[src/rtl/s9234_scan_pkg.sv]
// Shared sizing and cell-index constants for the s9234 wrapper boundary register.
package s9234_scan_pkg;

  localparam int unsigned NUM_PI   = 36;
  localparam int unsigned NUM_PO   = 39;
  localparam int unsigned WBR_LEN  = NUM_PI + NUM_PO;
  localparam int unsigned PI_FIRST = 0;
  localparam int unsigned PI_LAST  = NUM_PI - 1;
  localparam int unsigned PO_FIRST = NUM_PI;
  localparam int unsigned PO_LAST  = WBR_LEN - 1;

endpackage

[src/rtl/s9234.sv]
// Behavioural stand-in for the s9234 core: same pin list and clocking, no reset.
// Replace with the gate-level s9234 netlist in the production build.
module s9234 (
  input  logic CK,
  input  logic g89, g94, g98, g102, g107, g301, g306, g310, g314, g319,
  input  logic g557, g558, g559, g560, g561, g562, g563, g564,
  input  logic g705, g639, g567, g45, g42, g39, g702, g32,
  input  logic g38, g46, g36, g47, g40, g37, g41, g22, g44, g23,
  output logic g2584, g3222, g3600, g4307, g4321, g4422, g4809, g5137, g5468, g5469, g5692,
  output logic g6282, g6284, g6360, g6362, g6364, g6366, g6368, g6370, g6372, g6374,
  output logic g6728, g1290, g4121, g4108, g4106, g4103, g1293, g4099, g4102, g4109,
  output logic g4100, g4112, g4105, g4101, g4110, g4104, g4107, g4098
);

  logic [35:0] w_pi;
  logic [38:0] w_po;
  logic [35:0] r_a;
  logic [35:0] r_b;

  assign w_pi = {g23, g44, g22, g41, g37, g40, g47, g36, g46, g38,
                 g32, g702, g39, g42, g45, g567, g639, g705,
                 g564, g563, g562, g561, g560, g559, g558, g557,
                 g319, g314, g310, g306, g301, g107, g102, g98, g94, g89};

  always_ff @(posedge CK) begin
    r_a <= w_pi;
    r_b <= r_a ^ {w_pi[0], w_pi[35:1]};
  end

  assign w_po = {r_b, 3'b000} ^ {3'b000, w_pi & ~r_a} ^ {r_a[2:0], r_a};

  assign {g4098, g4107, g4104, g4110, g4101, g4105, g4112, g4100,
          g4109, g4102, g4099, g1293, g4103, g4106, g4108, g4121, g1290, g6728,
          g6374, g6372, g6370, g6368, g6366, g6364, g6362, g6360, g6284, g6282,
          g5692, g5469, g5468, g5137, g4809, g4422, g4321, g4307, g3600, g3222, g2584} = w_po;

endmodule

[src/rtl/s9234_scan_wbr_cell.sv]
// One wrapper boundary cell: functional capture or serial shift into an async-reset flop.
module wbr_cell (
  input  logic i_clk,
  input  logic i_rst_n,
  input  logic i_scan_en,
  input  logic i_scan_in,
  input  logic i_func,
  output logic o_q
);

  logic r_q;

  always_ff @(posedge i_clk or negedge i_rst_n) begin
    if (!i_rst_n) r_q <= 1'b0;
    else          r_q <= i_scan_en ? i_scan_in : i_func;
  end

  assign o_q = r_q;

endmodule

[src/rtl/s9234_scan_top.sv]
// Scan-wrapped s9234: 75-cell WBR around the unmodified core, one serial scan port.
// Define SCAN_LOCKUP_EN to retime scan_out through a negedge lockup flop.
module s9234_scan_top
  import s9234_scan_pkg::*;
(
  input  logic CK,
  input  logic rst_n,
  input  logic scan_in,
  output logic scan_out,
  input  logic scan_en,
  input  logic g89, g94, g98, g102, g107, g301, g306, g310, g314, g319,
  input  logic g557, g558, g559, g560, g561, g562, g563, g564,
  input  logic g705, g639, g567, g45, g42, g39, g702, g32,
  input  logic g38, g46, g36, g47, g40, g37, g41, g22, g44, g23,
  output logic g2584, g3222, g3600, g4307, g4321, g4422, g4809, g5137, g5468, g5469, g5692,
  output logic g6282, g6284, g6360, g6362, g6364, g6366, g6368, g6370, g6372, g6374,
  output logic g6728, g1290, g4121, g4108, g4106, g4103, g1293, g4099, g4102, g4109,
  output logic g4100, g4112, g4105, g4101, g4110, g4104, g4107, g4098
);

  logic [NUM_PI-1:0]  w_dev_pi;
  logic [NUM_PI-1:0]  w_core_pi;
  logic [NUM_PO-1:0]  w_core_po;
  logic [NUM_PO-1:0]  w_dev_po;
  logic [WBR_LEN-1:0] w_wbr;
  logic [WBR_LEN-1:0] w_chain_in;
  logic [WBR_LEN-1:0] w_capture;

  // Bit i of each vector is WBR cell i: PIs first (g89 = cell 0), then POs.
  assign w_dev_pi = {g23, g44, g22, g41, g37, g40, g47, g36, g46, g38,
                     g32, g702, g39, g42, g45, g567, g639, g705,
                     g564, g563, g562, g561, g560, g559, g558, g557,
                     g319, g314, g310, g306, g301, g107, g102, g98, g94, g89};

  assign w_core_pi  = scan_en ? w_wbr[PI_LAST:PI_FIRST] : w_dev_pi;
  assign w_dev_po   = scan_en ? w_wbr[PO_LAST:PO_FIRST] : w_core_po;
  assign w_chain_in = {w_wbr[WBR_LEN-2:0], scan_in};
  assign w_capture  = {w_core_po, w_dev_pi};

  assign {g4098, g4107, g4104, g4110, g4101, g4105, g4112, g4100,
          g4109, g4102, g4099, g1293, g4103, g4106, g4108, g4121, g1290, g6728,
          g6374, g6372, g6370, g6368, g6366, g6364, g6362, g6360, g6284, g6282,
          g5692, g5469, g5468, g5137, g4809, g4422, g4321, g4307, g3600, g3222, g2584} = w_dev_po;

  for (genvar i = 0; i < WBR_LEN; i++) begin : g_wbr
    wbr_cell u_cell (
      .i_clk     (CK),
      .i_rst_n   (rst_n),
      .i_scan_en (scan_en),
      .i_scan_in (w_chain_in[i]),
      .i_func    (w_capture[i]),
      .o_q       (w_wbr[i])
    );
  end

  s9234 u_core (
    .CK    (CK),
    .g89   (w_core_pi[0]),  .g94   (w_core_pi[1]),  .g98   (w_core_pi[2]),  .g102  (w_core_pi[3]),
    .g107  (w_core_pi[4]),  .g301  (w_core_pi[5]),  .g306  (w_core_pi[6]),  .g310  (w_core_pi[7]),
    .g314  (w_core_pi[8]),  .g319  (w_core_pi[9]),  .g557  (w_core_pi[10]), .g558  (w_core_pi[11]),
    .g559  (w_core_pi[12]), .g560  (w_core_pi[13]), .g561  (w_core_pi[14]), .g562  (w_core_pi[15]),
    .g563  (w_core_pi[16]), .g564  (w_core_pi[17]), .g705  (w_core_pi[18]), .g639  (w_core_pi[19]),
    .g567  (w_core_pi[20]), .g45   (w_core_pi[21]), .g42   (w_core_pi[22]), .g39   (w_core_pi[23]),
    .g702  (w_core_pi[24]), .g32   (w_core_pi[25]), .g38   (w_core_pi[26]), .g46   (w_core_pi[27]),
    .g36   (w_core_pi[28]), .g47   (w_core_pi[29]), .g40   (w_core_pi[30]), .g37   (w_core_pi[31]),
    .g41   (w_core_pi[32]), .g22   (w_core_pi[33]), .g44   (w_core_pi[34]), .g23   (w_core_pi[35]),
    .g2584 (w_core_po[0]),  .g3222 (w_core_po[1]),  .g3600 (w_core_po[2]),  .g4307 (w_core_po[3]),
    .g4321 (w_core_po[4]),  .g4422 (w_core_po[5]),  .g4809 (w_core_po[6]),  .g5137 (w_core_po[7]),
    .g5468 (w_core_po[8]),  .g5469 (w_core_po[9]),  .g5692 (w_core_po[10]), .g6282 (w_core_po[11]),
    .g6284 (w_core_po[12]), .g6360 (w_core_po[13]), .g6362 (w_core_po[14]), .g6364 (w_core_po[15]),
    .g6366 (w_core_po[16]), .g6368 (w_core_po[17]), .g6370 (w_core_po[18]), .g6372 (w_core_po[19]),
    .g6374 (w_core_po[20]), .g6728 (w_core_po[21]), .g1290 (w_core_po[22]), .g4121 (w_core_po[23]),
    .g4108 (w_core_po[24]), .g4106 (w_core_po[25]), .g4103 (w_core_po[26]), .g1293 (w_core_po[27]),
    .g4099 (w_core_po[28]), .g4102 (w_core_po[29]), .g4109 (w_core_po[30]), .g4100 (w_core_po[31]),
    .g4112 (w_core_po[32]), .g4105 (w_core_po[33]), .g4101 (w_core_po[34]), .g4110 (w_core_po[35]),
    .g4104 (w_core_po[36]), .g4107 (w_core_po[37]), .g4098 (w_core_po[38])
  );

`ifdef SCAN_LOCKUP_EN
  // Half-cycle retiming so the next chain segment can sample on its own rising edge.
  logic r_lockup;

  always_ff @(negedge CK or negedge rst_n) begin
    if (!rst_n) r_lockup <= 1'b0;
    else        r_lockup <= w_wbr[PO_LAST];
  end

  assign scan_out = r_lockup;
`else
  assign scan_out = w_wbr[PO_LAST];
`endif

endmodule

[config.mk]
export PLATFORM = sky130hd
export DESIGN_NAME = s9234_scan_top
export DESIGN_NICKNAME = d
export VERILOG_FILES = /design/src/rtl/s9234_scan_pkg.sv /design/src/rtl/s9234.sv /design/src/rtl/s9234_scan_wbr_cell.sv /design/src/rtl/s9234_scan_top.sv
export SDC_FILE = /design/constraint.sdc
export NUM_CORES = 1
export LEC_CHECK = 0
export BUFFER_PORTS_ARGS = -buffer_cell sky130_fd_sc_hd__clkbuf_2
export CAP_MARGIN = 20
export CORE_ASPECT_RATIO = 1.5
export CORE_MARGIN = 5
export CORE_UTILIZATION = 53
export DETAILED_ROUTE_END_ITERATION = 6
export GPL_ROUTABILITY_DRIVEN = 0
export GPL_TIMING_DRIVEN = 0
export PLACE_DENSITY = 0.74
export REMOVE_ABC_BUFFERS = 1
export SLEW_MARGIN = 20
export SYNTH_ARGS = -nofsm -noshare
export SYNTH_HDL_FRONTEND = slang
export SYNTH_SLANG_ARGS = --single-unit
[constraint.sdc]
create_clock -name CK -period 0.8 [get_ports CK]
set_input_delay 0.08 -clock CK [delete_from_list [all_inputs] [get_ports CK]]
set_output_delay 0.08 -clock CK [all_outputs]
set_load 0.1 [all_outputs]
-- After elaboration in Yosys (flattened, before gate mapping)
Index checks and enable logic that the tools add are counted.
- register bits: 147
- bits of input ports: 40
- output and inout port bits: 40
- logic and storage cells: 159
- multiplexer cells: 77
- bitwise operators: 5
- operator list (cell ; count):
    $mux 1 ; 75
    $mux 39 ; 1
    $xor 39x36->39 ; 1
    $xor 39x39->39 ; 1
    $and 36x36->36 ; 1
    $mux 36 ; 1
    $not 36->36 ; 1
    $xor 36x36->36 ; 1

-- Logic depth before layout (Yosys ltp)
Gate-level depths: netlist of the first run.
- word-level depth: 5
- mapped depth: 6
- depth with buffers taken out: 2

-- Hierarchy
Synthesis of the first run repeated with hierarchy kept, for this count alone.
- cells, all modules: 413
- area, all modules: 6409.9 um^2
- modules (own cells, without submodules) (module ; instances ; cells an instance ; area an instance (um^2)):
    wbr_cell ; 75 ; 2 ; 40.0
    s9234 ; 1 ; 180 ; 2297.2
    s9234_scan_top ; 1 ; 83 ; 1109.8

-- Worst setup path after synthesis of the first run
Ideal clock, no wire load.
- path type: input -> output
- start: input port scan_en
- end: output port g4101
- data arrival time: 2.754 ns
- data required time: 0.720 ns
- slack: -2.034 ns
- cell stages on the path: 4
- buffers on the path: 3
- cells stage by stage: buf_6 -> buf_6 -> buf_6 -> o31ai_1
- longest elaborated chain between the ends: 5
- ends and longest elaborated chain (element ; line ; source):
    start: declaration ; s9234_scan_top.sv:10 ; input logic scan_en,
    $mux 36 ; s9234_scan_top.sv:35 ; assign w_core_pi = scan_en ? w_wbr[PI_LAST:PI_FIRST] : w_dev_pi;
    $and 36x36->36 ; s9234.sv:30 ; assign w_po = {r_b, 3'b000} ^ {3'b000, w_pi & ~r_a} ^ {r_a[2:0], r_a};
    $xor 39x36->39 ; s9234.sv:30 ;
    $xor 39x39->39 ; s9234.sv:30 ;
    $mux 39 (*) ; s9234_scan_top.sv:36 ; assign w_dev_po = scan_en ? w_wbr[PO_LAST:PO_FIRST] : w_core_po;
    end: declaration ; s9234_scan_top.sv:18 ; output logic g4100, g4112, g4105, g4101, g4110, g4104, g4107, g4098
Mark *: on every way between the ends. The rest lies on a longest branch, timed or not.

-- Worst setup path after layout of the first run
- start: register u_core.r_a[12]
- end: output port g6284
- longest elaborated chain between the ends: 5
- ends and longest elaborated chain (element ; line ; source):
    start: declaration ; s9234.sv:17 ; logic [35:0] r_a;
    start signal: assignment ; s9234.sv:26 ; r_a <= w_pi;
    $not 36->36 ; s9234.sv:30 ;
    $and 36x36->36 ; s9234.sv:30 ;
    $xor 39x36->39 ; s9234.sv:30 ;
    $xor 39x39->39 (*) ; s9234.sv:30 ;
    $mux 39 (*) ; s9234_scan_top.sv:36 ;
    end: declaration ; s9234_scan_top.sv:16 ; output logic g6282, g6284, g6360, g6362, g6364, g6366, g6368, g6370, g6372, g6374,
Marks and branches as above.

==> out/metrics.csv, run 1 <==
metric,value,unit
synth-warning-count,0,
n_fill_cell,607,
slew_violations,0,
critPathKind,reg -> out,
vias,5044,
setup_tns,-33210,ps
yosysUniqueCellTypes,17,
multi_input_area,3270,um^2
hold_class,in -> async,
fin_crit_sh,201,%
core-area,11400,um^2
peakVddDrop,0.00217,V
ys_seq_area_share,54.5,%
port_buffers,79,
route.detailed.drc,0,
synthesis.area,6080,um^2
startpoint,u_core.r_a[12]$_DFF_P_,
grt_setup_unrepaired,true,
clock-sinks,147,
relSlewSlack,66.1,%
die_height,141,um
fin_crit,1610,ps
reg2reg_slack,-170,ps
failed_checks,"negative hold slack, negative setup slack",
rr_startpoint,u_core.r_a[25]$_DFF_P_,
endpoint,g6284,
drt_iter0_drc,145,
clock_latency,410,ps
cp_max_fo,3,
cp-start-kind,flop,
cts.path.max_buffers,2,
clk_pin_slew_worst_paths,60,ps
status,"finished, violations left",
fin_cells,922,
wirelength,18.2,mm
worstPathArrival,1530,ps
antenna_found_initial,0,
required,720,ps
insertedDiodeCount,0,
grt_pass1_vias,5169,
syn_to_final_growth,54.7,%
wl_per_cell,19.7,um
finalNetCount,799,
r2r_end,g_wbr[61].u_cell.o_q$_DFF_PN0_,
max-cap-violations,0,
grt_pass1_wl,25.5,mm
skew,8.28,ps
die_area,13800,um^2
syn_inst,580,
regArea,3390,um^2
cts-htree-levels,4,
start_util,53.3,%
p_leak,4.25,nW
hold_viol_final,30,
overflow,0,
clockRootBuffer,clkbuf_16,
cts_tree,done,
drive_gt1_share,45.9,%
num_rows,48,
worstMarginPinSlew,508,ps
power_density,2710,nW/um^2
avgSynthCellArea,10.5,um^2
holdWs,-333,ps
dpl.cell_count,786,
grt_max_degree,58,
crit_path_end_kind,output port,
reg2reg_depth,3,
die_x,97.5,um
ant_nets,0,
num_io_pins,80,
synth-seq-cells,147,
vias_per_cell,5.47,
finalSetupViolCount,112,
hpwl,8.23,mm
first_pass_iters,4,
grt_util_all_layers,23.0,%
fmax,622,MHz
numCtsBuffers,17,
fin_ws,-809,ps
-- where the power goes --
part | internal (mW) | switching, mW | leakage (nW)
clock | 4.49 | 2.99 | 0.271
combinational | 3.26 | 5.38 | 2.46
sequential | 8.49 | 0.871 | 1.51
total | 16.2 | 9.25 | 4.25
-- logic make-up after synthesis --
logic type | count (synthesis) | share of synthesized area (%)
flops | 147 | 54.5
compound gates | 101 | 12.4
mux | 42 | 6.91
simple gates | 184 | 13.9
xor+xnor | 39 | 5.62
buf+inv | 67 | 6.64
-- worst max-delay path, stage by stage (launching register included) --
cell      delay [ps]
dfxtp_4          350
o21a_1           210
o31ai_2          250
clkbuf_8         300
-- synthesized netlist by cell type --
library cell  number  area, um^2
nand2_1          106         398
inv_1             42         158
dfrtp_1           75        1880
nor2b_1            2        12.5
nand2b_1          36         225
buf_2              2        10.0
nor2_1             4        15.0
xnor2_1           39         342
nor3_2             3        30.0
clkbuf_1           3        11.3
mux2i_1           42         420
nor3_1            33         165
o31ai_1           66         495
o21a_1            33         248
dfxtp_1           72        1440
buf_6             20         225
a21oi_1            2        10.0
-- area by class of cell --
cell class	instances	area share, %
flip-flops and latches	147	36.0
multi-input cells	366	34.7
repair buffers	185	19.7
clock buffers	22	5.04
well taps	150	1.99
inverters	42	1.68
clock inverters	10	0.878
-- registers in the layout, summed over array words and instances (netlist names) --
register,cells
g_wbr.u_cell.o_q,75
u_core.r_a,36
u_core.r_b,36
-- layer usage --
metal / part of all wire [%] / GRT usage [%]
met3: 3.6 / 5.00
met2: 57 / 42.6
met1: 38 / 26.1
met5: 0 / 0
met4: 1.8 / 7.73
-- repair_timing --
| item | CTS | global route |
|---|---|---|
| setup endpoints to repair | 143 | 149 |
| endpoints found under the hold margin | 102 | 33 |
| resized for setup | 183 | 154 |
| cloned | 2 | 1 |
| buffers inserted | 33 | 31 |
| hold buffers | 36 | 4 |
| pin swaps | 36 | 53 |
-- how the worst min path moves through the flow --
stage,start,to,slack [ps],cells after the start
2_1_floorplan,rst_n,g_wbr[0].u_cell.o_q$_DFF_PN0_,-220,0
5_1_grt,rst_n,g_wbr[42].u_cell.o_q$_DFF_PN0_,-300,1
3_5_place_dp,rst_n,g_wbr[65].u_cell.o_q$_DFF_PN0_,100,1
3_3_place_gp,scan_in,g_wbr[0].u_cell.o_q$_DFF_PN0_,300,3
4_1_cts,rst_n,g_wbr[65].u_cell.o_q$_DFF_PN0_,-340,1
6_report,rst_n,g_wbr[42].u_cell.o_q$_DFF_PN0_,-330,1
-- through the flow --
stage	util [%]	cell area (um^2)	worst slack (ps)	total power, mW
5_1_grt	82.5	9410	-855	26.4
2_1_floorplan	-	5840	-2020	13.6
4_1_cts	73.9	8430	-817	23.9
3_3_place_gp	56.3	6420	-3550	14.9
6_report	82.5	9410	-809	25.5
3_5_place_dp	56.8	6490	-1240	14.9
-- layout by cell type (no fill, tap or decap), types with 21 or more instances in the layout --
cell type      instances
clkbuf_2              37
xnor2_1               36
clkbuf_8              34
inv_1                 42
dfxtp_1               35
buf_4                 54
nand2b_1              36
dfxtp_2               27
mux2i_2               26
nand2_1              104
dfrtp_1               75
o31ai_2               46
nor3_2                21
dlygate4sd3_1         31
o21a_1                28
(Power assumes the default switching activity.)
==> run 2: changes to the inputs <==
--- a/config.mk
+++ b/config.mk
@@ -9,11 +9,11 @@
 export CAP_MARGIN = 20
 export CORE_ASPECT_RATIO = 1.5
 export CORE_MARGIN = 5
-export CORE_UTILIZATION = 53
+export CORE_UTILIZATION = 52
 export DETAILED_ROUTE_END_ITERATION = 6
 export GPL_ROUTABILITY_DRIVEN = 0
 export GPL_TIMING_DRIVEN = 0
-export PLACE_DENSITY = 0.74
+export PLACE_DENSITY = 0.76
 export REMOVE_ABC_BUFFERS = 1
 export SLEW_MARGIN = 20
 export SYNTH_ARGS = -nofsm -noshare
==> constraint.sdc (replaced) <==
create_clock -name CK -period 1.4 [get_ports CK]
set_input_delay 0.14 -clock CK [delete_from_list [all_inputs] [get_ports CK]]
set_output_delay 0.14 -clock CK [all_outputs]
set_load 0.1 [all_outputs]
==> run 2 against run 1 <==
The flow finishes with violations (negative setup slack). Cell area down 9.8%. Via count down 6.6%. Non-clock buffer count decreased by 36. Power fell by 45%. Sequential share of layout area is 3.7 points higher. Register-to-register slack better by 450 ps. Global-route usage is 0.62 points lower.
==> out/metrics.csv, run 2 (synthesized netlist as in run 1, its figures left out) <==
metric,value,unit
r2r_end,g_wbr[39].u_cell.o_q$_DFF_PN0_,
hold_class,in -> reg,
num_io_pins,80,
cpPeakStageDelay,340,ps
finalNetCount,763,
port_buffers,79,
cts-htree-levels,4,
status,"finished, violations left",
reg2reg_depth,4,
grt_util_all_layers,22.4,%
drive_gt1_share,31.5,%
die_area,14000,um^2
final_common_cell,nand2_1,
cts_tree,done,
clock_latency,420,ps
first_pass_iters,4,
rr_startpoint,u_core.r_a[3]$_DFF_P_,
slew_violations,0,
die_height,142,um
ant_nets,0,
holdWs,8.44,ps
grt_pass1_vias,5139,
cp_cell_sequence,o21a_1 > o31ai_2 > clkbuf_8,
fin_crit_sh,118,%
reg2reg_slack,280,ps
failed_checks,negative setup slack,
overflow,0,
endpoint,g6360,
p_total,14.1,mW
path_buf_inv,1,
hold_viol_final,0,
crit_cells,3,
crit_path_end_kind,output port,
clk_pin_slew_worst_paths,60,ps
num_rows,48,
core-area,11500,um^2
start_util,53.0,%
p_leak,3.94,nW
setup_tns,-6810,ps
wirelength,15.1,mm
skew,5.89,ps
relSlewSlack,58.1,%
grt_setup_unrepaired,true,
insertedDiodeCount,0,
grt_max_degree,65,
cp_max_fo,3,
fin_ws,-251,ps
fin_cells,886,
power_density,1660,nW/um^2
syn_to_final_growth,39.6,%
antenna_found_initial,0,
grt_pass1_wl,25.1,mm
cp-start-kind,flop,
cts.path.max_buffers,2,
clockRootBuffer,clkbuf_16,
route.detailed.drc,0,
finalSetupViolCount,38,
worstPathArrival,1510,ps
wl_per_cell,17.0,um
startpoint,u_core.r_a[13]$_DFF_P_,
numCtsBuffers,17,
path_delay_family,compound AO/OA/AOI/OAI gates,
fmax,606,MHz
vias_per_cell,5.32,
die_x,98.3,um
hpwl,8.29,mm
worstMarginPinSlew,629,ps
largest_register_ffs,75,
max-cap-violations,0,
layout_common_cells,"nand2_1, dfrtp_1, mux2i_1, inv_1, clkbuf_2",
drt_iter0_drc,149,
fin_crit,1650,ps
peakVddDrop,0.00109,V
dpl.cell_count,786,
vias,4710,
required,1260,ps
crit_path_top_delay_cell,dfxtp_2,
clock-sinks,147,
critPathKind,reg -> out,
[run 2: cell count changes in the layout (fill, tap and decap cells not counted), moves of 9 or more]
cell     previous run  this run
nor3_2             21         5
o31ai_4            16         2
o31ai_1             4        33
mux2i_2            26         0
o31ai_2            46        31
buf_4              54        28
nor3_1              0        28
mux2i_1            16        42
nor3_4             15         3
buf_6              10         1
[run 2: worst min path at each step]
stage / slack [ps] / depth (start not counted) / startpoint / endpoint
3_3_place_gp: 360 / 3 / scan_in / g_wbr[0].u_cell.o_q$_DFF_PN0_
4_1_cts: 0.8 / 3 / g23 / g_wbr[35].u_cell.o_q$_DFF_PN0_
5_1_grt: 4 / 3 / g23 / g_wbr[35].u_cell.o_q$_DFF_PN0_
3_5_place_dp: 220 / 1 / rst_n / g_wbr[65].u_cell.o_q$_DFF_PN0_
6_report: 8 / 3 / g23 / g_wbr[35].u_cell.o_q$_DFF_PN0_
2_1_floorplan: -160 / 0 / rst_n / g_wbr[0].u_cell.o_q$_DFF_PN0_
[run 2: power by group]
group	switching (mW)	internal, mW	leakage (nW)
clock network	1.75	2.90	0.285
registers	0.371	4.85	1.51
logic	2.77	1.48	2.14
[run 2: per-layer routing]
layer | up-vias | track usage [%] | wire length [um]
met2 | 105 | 41.5 | 8230
met3 | 22 | 5.10 | 602
li1 | 2243 | - | -
met5 | - | 0 | 0
met4 | 0 | 7.55 | 251
met1 | 2340 | 25.1 | 5970
[run 2: layout make-up]
class	count	area, um^2
Inverter	42	158
Multi-Input combinational cell	366	2650
Clock inverter	12	155
Timing Repair Buffer	149	1510
Sequential cell	147	3370
Fill cell	749	2980
Clock buffer	20	457
Tap cell	150	188
[run 2: tightest hold or removal path, cell delays in order]
cell,delay [ps]
clkbuf_2,120
nand2b_1,60
nand2_1,70
[run 2: through the flow]
stage	setup WS [ps]	utilization, %	instance area, um^2
floorplan	-1480	-	5840
global placement	-3050	56.0	6420
CTS	-257	72.5	8320
global route	-307	74.0	8490
detailed placement	-697	56.5	6480
finish	-251	74.0	8490
[run 2: what timing repair did]
action                     CTS  global route
gates resized for setup    161            21
hold buffers                35             0
pin swaps                   26            17
hold endpoints to repair    72             0
buffers inserted            22             8
setup endpoints to repair   39            40
gates cloned                 3             0
==> run 3: changes to the inputs <==
--- a/config.mk
+++ b/config.mk
@@ -7,13 +7,15 @@
 export LEC_CHECK = 0
 export BUFFER_PORTS_ARGS = -buffer_cell sky130_fd_sc_hd__clkbuf_2
 export CAP_MARGIN = 20
+export CELL_PAD_IN_SITES_DETAIL_PLACEMENT = 0
+export CELL_PAD_IN_SITES_GLOBAL_PLACEMENT = 1
 export CORE_ASPECT_RATIO = 1.5
 export CORE_MARGIN = 5
-export CORE_UTILIZATION = 52
+export CORE_UTILIZATION = 41
 export DETAILED_ROUTE_END_ITERATION = 6
 export GPL_ROUTABILITY_DRIVEN = 0
 export GPL_TIMING_DRIVEN = 0
-export PLACE_DENSITY = 0.76
+export PLACE_DENSITY_LB_ADDON = 0.1
 export REMOVE_ABC_BUFFERS = 1
 export SLEW_MARGIN = 20
 export SYNTH_ARGS = -nofsm -noshare
==> run 3 against run 2 <==
The flow still finishes with violations (negative setup slack). Power shrank 2.1%. Via count down 2.7%. Cell area is 0.21% higher. Sequential share of layout area fell by 0.11 points. Non-clock buffer count unchanged. Sequential cell count stayed put. Final cell count rose by 5.2%. Clock-buffer cell count down 1. Critical path depth unchanged. Die area grew 24%. Maximum frequency increased by 2.5%. Critical endpoint is now g4101. Largest cell class unchanged. Highest routed layer unchanged.
==> out/metrics.csv, run 3 (synthesized netlist as in run 1, its figures left out) <==
metric,value,unit
overflow,0,
num_io_pins,80,
cp_cell_sequence,nor3_1 > o31ai_4 > clkbuf_16,
fin_ws,-210,ps
fin_crit_sh,115,%
r2r_end,g_wbr[40].u_cell.o_q$_DFF_PN0_,
reg2reg_slack,330,ps
peakVddDrop,0.000985,V
combinationalPowerShare,30.8,%
rr_startpoint,u_core.r_a[4]$_DFF_P_,
required,1260,ps
placed_area,6520,um^2
skew,8.09,ps
finalSetupViolCount,37,
finalInstanceArea,8510,um^2
whs_endpoint,g_wbr[21].u_cell.o_q$_DFF_PN0_,
fmax,621,MHz
cp_max_fo,3,
slew_violations,0,
numCtsBuffers,17,
power_density,1620,nW/um^2
num_rows,54,
syn_to_final_growth,39.9,%
reg2reg_depth,4,
drt_iter0_drc,81,
final_common_cell,nand2_1,
vias_per_cell,4.92,
worstPathArrival,1470,ps
grt_pass1_wl,22.7,mm
top_layer,met4,
clockPowerShare,31.5,%
wirelength,13.8,mm
setup_tns,-6070,ps
cpPeakStageDelay,390,ps
route.detailed.drc,0,
failed_checks,negative setup slack,
finalNetCount,763,
max-cap-violations,0,
p_int,8.94,mW
holdWs,16.1,ps
relSlewSlack,56.6,%
worstMarginPinSlew,651,ps
first_pass_iters,4,
n_fill_cell,1306,
clock_latency,410,ps
grt_max_degree,76,
crit_path_end_kind,output port,
cp-start-kind,flop,
p_sw,4.88,mW
clock-sinks,147,
grt_setup_unrepaired,true,
status,"finished, violations left",
die_height,159,um
start_util,41.7,%
layout_common_cells,"nand2_1, dfrtp_1, inv_1",
hold_class,in -> reg,
switching_share,35.3,%
antenna_found_initial,0,
die_x,109,um
largest_register_ffs,75,
crit_path_top_delay_cell,nor3_1,
wl_per_cell,14.8,um
cts.path.max_buffers,2,
critPathKind,reg -> out,
hpwl,8.24,mm
grt_pass1_vias,4753,
hp-start,g45,
clockRootBuffer,clkbuf_16,
cts_tree,done,
drive_gt1_share,31.0,%
port_buffers,79,
core-area,14600,um^2
insertedDiodeCount,0,
clk_pin_slew_worst_paths,60,ps
fin_crit,1610,ps
p_leak,3.90,nW
vias,4585,
hold_viol_final,0,
hold_depth,3,
ant_nets,0,
grt_util_all_layers,16.3,%
die_area,17400,um^2
route.layer.met1.wl,5.82,mm
p_seq_share,37.6,%
routed-wl-met3,617,um
dr_wl_met2,7.20,mm
cts-htree-levels,4,
==> run 3: layer usage <==
layer,up-vias,track usage [%]
li1,2261,-
met1,2234,18.9
met2,78,28.6
met3,12,4.34
met4,0,5.16
met5,-,0
==> run 3: power groups by stage <==
| stage | logic [mW] | registers, mW | clock network, mW |
|---|---|---|---|
| 2_1_floorplan | 2.58 | 5.21 | 0 |
| 3_3_place_gp | 3.29 | 5.24 | 0 |
| 3_5_place_dp | 3.29 | 5.25 | 0 |
| 4_1_cts | 4.04 | 5.19 | 4.51 |
| 5_1_grt | 4.50 | 5.27 | 4.66 |
| 6_report | 4.26 | 5.20 | 4.36 |
==> run 3: critical path, delay by kind of cell (launching register included) <==
kind,cells,cell delay [ps]
compound gates,1,130
flops,1,330
buf+inv,1,210
simple gates,1,390
==> run 3: timing repair <==
item                                   4_1_cts  5_1_grt
endpoints found under the hold margin      111        0
hold buffers                                38        0
buffers inserted                            15       14
setup endpoints to repair                   39       39
gates cloned                                 2        0
pin swaps                                   17       23
gates resized for setup                    144       41
==> run 3: worst max-delay path by stage <==
stage / endpoint / depth (start not counted) / startpoint
final: g4101 / 3 / u_core.r_a[34]$_DFF_P_
after global routing: g4809 / 3 / u_core.r_a[6]$_DFF_P_
after CTS: g4321 / 3 / u_core.r_a[4]$_DFF_P_
after detailed placement: g4101 / 5 / scan_en
after global placement: g6362 / 4 / scan_en
after floorplan: g1290 / 2 / u_core.r_a[22]$_DFF_P_
==> run 3: area by class of cell <==
class	instances	area (um^2)	share of cell area, %
clock buffers	19	453	5.32
repair buffers	149	1490	17.5
clock inverters	13	126	1.49
well taps	196	245	2.88
multi-input cells	366	2670	31.3
flip-flops and latches	147	3370	39.6
inverters	42	158	1.85
==> run 3: through the flow <==
step           std cells  total power, mW  worst slack, ps  utilization, %
2_1_floorplan        555             7.79            -1480               -
3_3_place_gp         830             8.53            -3240            44.4
3_5_place_dp         831             8.53             -736            44.7
4_1_cts              918             13.7             -272            56.5
5_1_grt              932             14.4             -289            58.3
6_report             932             13.8             -210            58.3
